<file path="src/rtl/bus_xfer_ctrl.sv">
// Shared-bus transfer controller: sequences MOVE/LOAD/CLEAR between register slots
// through read, write and clear strobes, with every output registered.
module bus_xfer_ctrl #(
  parameter int unsigned N    = 8,
  parameter int unsigned NREG = 4
) (
  input  logic                    Clk,
  input  logic                    Rst,
  input  logic                    req,
  input  logic [1:0]              op,
  input  logic [$clog2(NREG)-1:0] src,
  input  logic [$clog2(NREG)-1:0] dst,
  input  logic [N-1:0]            din,
  input  logic [N-1:0]            bus_in,
  output logic [N-1:0]            bus_out,
  output logic                    bus_oe,
  output logic [NREG-1:0]         RD_n,
  output logic [NREG-1:0]         WR_n,
  output logic [NREG-1:0]         Clr_n,
  output logic                    busy,
  output logic                    done,
  output logic                    err
);

  localparam int unsigned IW = $clog2(NREG);

  localparam logic [1:0] OP_MOVE  = 2'b00;
  localparam logic [1:0] OP_LOAD  = 2'b01;
  localparam logic [1:0] OP_CLEAR = 2'b10;

  typedef enum logic [2:0] {IDLE, RD1, RD2, WR, CLR, DONE} state_t;

  state_t          state, state_nxt;
  logic [IW-1:0]   src_q, src_nxt;
  logic [IW-1:0]   dst_q, dst_nxt;
  logic [N-1:0]    hold, hold_nxt;
  logic [N-1:0]    bus_out_nxt;
  logic            bus_oe_nxt, busy_nxt, done_nxt, err_nxt;
  logic [NREG-1:0] rd_nxt, wr_nxt, clr_nxt;
  logic            bad_c;

  // Illegal opcode or any index outside the populated slots is rejected up front.
  always_comb begin
    bad_c = (op == 2'b11) || (32'(dst) >= NREG) ||
            ((op == OP_MOVE) && (32'(src) >= NREG));
  end

  // Next state, latched operands, and Moore outputs decoded from the next state.
  always_comb begin
    state_nxt = state;
    src_nxt   = src_q;
    dst_nxt   = dst_q;
    hold_nxt  = hold;
    err_nxt   = 1'b0;
    case (state)
      IDLE: begin
        if (req) begin
          if (bad_c) begin
            err_nxt = 1'b1;
          end else begin
            src_nxt = src;
            dst_nxt = dst;
            case (op)
              OP_MOVE:  state_nxt = RD1;
              OP_LOAD:  begin state_nxt = WR; hold_nxt = din; end
              OP_CLEAR: state_nxt = CLR;
              default:  state_nxt = IDLE;
            endcase
          end
        end
      end
      RD1:     state_nxt = RD2;
      RD2:     begin state_nxt = WR; hold_nxt = bus_in; end
      WR:      state_nxt = DONE;
      CLR:     state_nxt = DONE;
      DONE:    state_nxt = IDLE;
      default: state_nxt = IDLE;
    endcase

    rd_nxt      = '1;
    wr_nxt      = '1;
    clr_nxt     = '1;
    bus_oe_nxt  = 1'b0;
    bus_out_nxt = '0;
    if ((state_nxt == RD1) || (state_nxt == RD2)) rd_nxt = ~(NREG'(1) << src_nxt);
    if (state_nxt == WR) begin
      wr_nxt      = ~(NREG'(1) << dst_nxt);
      bus_oe_nxt  = 1'b1;
      bus_out_nxt = hold_nxt;
    end
    if (state_nxt == CLR) clr_nxt = ~(NREG'(1) << dst_nxt);
    busy_nxt = (state_nxt != IDLE);
    done_nxt = (state_nxt == DONE);
  end

  always_ff @(posedge Clk) begin
    if (Rst) begin
      state   <= IDLE;
      src_q   <= '0;
      dst_q   <= '0;
      hold    <= '0;
      RD_n    <= '1;
      WR_n    <= '1;
      Clr_n   <= '1;
      bus_oe  <= 1'b0;
      bus_out <= '0;
      busy    <= 1'b0;
      done    <= 1'b0;
      err     <= 1'b0;
    end else begin
      state   <= state_nxt;
      src_q   <= src_nxt;
      dst_q   <= dst_nxt;
      hold    <= hold_nxt;
      RD_n    <= rd_nxt;
      WR_n    <= wr_nxt;
      Clr_n   <= clr_nxt;
      bus_oe  <= bus_oe_nxt;
      bus_out <= bus_out_nxt;
      busy    <= busy_nxt;
      done    <= done_nxt;
      err     <= err_nxt;
    end
  end

endmodule

</file>
<file path="config.mk">
export PLATFORM = sky130hd
export DESIGN_NAME = bus_xfer_ctrl
export DESIGN_NICKNAME = d
export VERILOG_FILES = /design/src/rtl/bus_xfer_ctrl.sv
export SDC_FILE = /design/constraint.sdc
export NUM_CORES = 1
export LEC_CHECK = 0
export BUFFER_PORTS_ARGS = -buffer_cell sky130_fd_sc_hd__buf_2
export CAP_MARGIN = 0
export CORE_MARGIN = 3
export CORE_UTILIZATION = 32
export DETAILED_ROUTE_END_ITERATION = 10
export GPL_ROUTABILITY_DRIVEN = 0
export GPL_TIMING_DRIVEN = 0
export SYNTH_ARGS = -nofsm -noshare
export SYNTH_HDL_FRONTEND = slang
export SYNTH_SLANG_ARGS = --single-unit
</file>
<file path="constraint.sdc">
create_clock -name Clk -period 1.94 [get_ports Clk]
set_input_delay 0.097 -clock Clk [delete_from_list [all_inputs] [get_ports Clk]]
set_output_delay 0.097 -clock Clk [all_outputs]
set_load 0.005 [all_outputs]
</file>
==> flow_metrics.tcl <==
set metrics [dict create \
    tns_ps 0 \
    powerDensity_mw_per_mm2 902 \
    chipHeight_um 80.9 \
    finClkSkew_ps 5.33 \
    synth_nets 222 \
    drt_iter0_drc 76 \
    r2r_setup_slack_ps 330 \
    insertion_delay_ps 290 \
    period_needed_ps 1610 \
    fmax_mhz 623 \
    hp-class "input pin to register" \
    synth-main-ff-cell "dfxtp_1" \
    clockBufferDepth 2 \
    ys_ff_latch 39 \
    start_util_pct 34.0 \
    instances_no_fill 320 \
    root_buffer "clkbuf_8" \
    synth-edff-count 0 \
    status "completed" \
    synth_compound_area_share_pct 28.9 \
    syn_area_per_cell_um2 9.11 \
    ios 49 \
    cp-startpoint "state[1]" \
    slew_headroom_pct 59.5 \
    dieArea_mm2 0.00654 \
    rows 26 \
    path_class "register to register" \
    rsz0062_at_grt "no" \
    cts_sinks 39 \
    nFillCells 572 \
    arrival_ps 1780 \
    start_kind "register" \
    syn_to_final_growth_pct 22.0 \
    layout.nets 274 \
    cts_buffers 5 \
    core_area_mm2 0.00527 \
    maxSlewViolCount 0 \
    grt_pass1_wl_um 7430 \
    cts_resized 0 \
    cp_top_family "simple AND/OR/NAND/NOR gates" \
    finalSetupViolCount 0 \
    viasPerCell 5.16 \
    placed_cells 312 \
    layout-drive-gt1-share_pct 30.8 \
    yosysWarnings 0 \
    synth_mux_area_share_pct 0.628 \
    finalCritPeriodShare_pct 82.7 \
    synthTopCellsByCount "39 x dfxtp_1, 21 x nand3_1, 12 x o21ai_0" \
    power_mw 1.97 \
    cp_data_required_time_ps 2110 \
    reg2reg_depth 5 \
    finalHoldViolCount 0 \
    synth_top_area_cell "dfxtp_1" \
    yosys.area_share.simple_pct 20.3 \
    crit_path_end "RD_n[0]" \
    postRouteAntennaNets 0 \
    cts-hold-fix-buffers 0 \
    postSynthCellCount 197 \
    synth_xor_area_share_pct 0 \
    firstDrtPassIters 4 \
    dpl.hpwl_um 3180 \
    synth_area_mm2 0.00179 \
    fin_area_mm2 0.00219 \
    crit_top_cell "buf_2" \
    synth_fa_ha_area_share_pct 0 \
    diodes 0 \
    synth_cell_type_count 37 \
    fp.dieW_um 80.9 \
    ir_drop_mv 0.324 \
    portBuffers 45 \
    place_area_mm2 0.00211 \
    cts.htree.levels 2 \
    grt.overflow.total 0 \
    track_usage_pct 14.7 \
    path_clk_slew_ps 70 \
    critPathMaxStageDelay_ps 410 \
    finalWirelength_um 4560 \
    postCtsSetupBuffers 0 \
    crit_fanout 10 \
    synth_top_area_share_pct 43.5 \
    num_vias 1650 \
    path_cells "buf_2 -> or3_4 -> buf_2 -> nor4_1 -> o21ai_1" \
    hold_path.startpoint "src[0]" \
    grt_max_degree 12 \
    synthTopCellsByArea "dfxtp_1 44%, a311oi_2 5.9%, nand3_1 5.9%" \
    maxCapViolCount 0 \
    crit_cells 5 \
    wl_per_cell_um 14.3 \
    synth_most_common_cell "dfxtp_1" \
    tritoncts "built" \
    p_leak_nw 0.869 \
    critPathCaptureType "register" \
    antenna_found_initial 0 \
    drc 0 \
    worstMarginPinSlew_ps 607 \
    cp_num_buf_inv 2 \
    ys_async_sr_fraction_pct 0 \
    reg2reg_from "state[1]" \
    synth_top_family_by_area "compound AO/OA/AOI/OAI gates" \
    slowest_stage "or3_4" \
    grt_pass1_vias 1558 \
    seq_area_frac_synth_pct 43.5 \
    timing.rr.end "RD_n[0]" \
]
## power breakdown
group / switching (mW) / total [mW] / leakage [nW] / internal, mW
Sequential: 0.0303 / 0.903 / 0.318 / 0.873
Clock: 0.277 / 0.529 / 0.0422 / 0.252
Combinational: 0.335 / 0.542 / 0.508 / 0.207
## cells in the final DEF, fill, tap and decap left out, types with 2 or more instances in the layout
master    instances
buf_6             3
o211ai_1          4
and3b_1           2
nor2_1            8
nor3_1            4
o21ai_0          12
o21ai_1          10
nand2_1           8
clkbuf_1          8
dfxtp_1          39
inv_1             3
a311oi_2          7
buf_2            53
a21boi_1          2
nand3b_1          3
nand3_1          21
a31oi_1           8
nand2b_1          5
clkbuf_8          5
and4_1            2
a211o_1           9
nor3b_1           2
a211oi_1          2
a21oi_1          10
inv_2             2
nor4_1            5
## how the worst min path moves through the flow
stage               slack, ps  cells past startpoint       end
floorplan                 200                      2  Clr_n[1]
finish                     90                      3  src_q[0]
CTS                        90                      3  src_q[0]
global placement          390                      3  src_q[1]
detailed placement        400                      3  src_q[0]
global route              100                      3  src_q[0]
## final cells by class
type | instances | area (µm²) | share of cell area [%]
clock inverters | 1 | 5.00 | 0.229
inverters | 5 | 18.8 | 0.858
flip-flops and latches | 39 | 781 | 35.7
clock buffers | 7 | 76.3 | 3.49
well taps | 70 | 87.6 | 4.00
plain buffers | 18 | 100 | 4.57
repair buffers | 45 | 225 | 10.3
multi-input cells | 135 | 895 | 40.9
## routing by layer
metal	track usage (%)	wire length [µm]
met3	3.99	168
met5	0	0
met1	19.8	2230
met2	22.2	2090
met4	5.74	76
## registers in the layout (all words and copies together), names as in the netlist
register	count
Clr_n	4
RD_n	4
WR_n	4
bus_oe	1
bus_out	8
busy	1
done	1
dst_q	2
err	1
hold	8
src_q	2
state	3
## stage by stage
stage	hold WS (ps)	util [%]	worst slack [ps]
after floorplan	205	-	515
after global placement	392	40.0	351
after detailed placement	397	40.0	361
after CTS	89.6	41.5	332
after global routing	96.3	41.5	188
final	93.4	41.5	335
## cell families (layout without fill, tap and decap cells)
logic type	count (synthesis)	in the layout
simple gates	64	64
mux	1	1
buf+inv	23	76
flops	39	39
compound gates	70	70
## worst register-to-register path, delay by kind of cell, from the launching register on
family / cells / cell delay [ps]
and+or+nand+nor: 2 / 680
DFF: 1 / 310
AOI/OAI and AO/OA: 1 / 110
buffers and inverters: 2 / 380
Note: power is estimated with default switching activity, not from simulation.
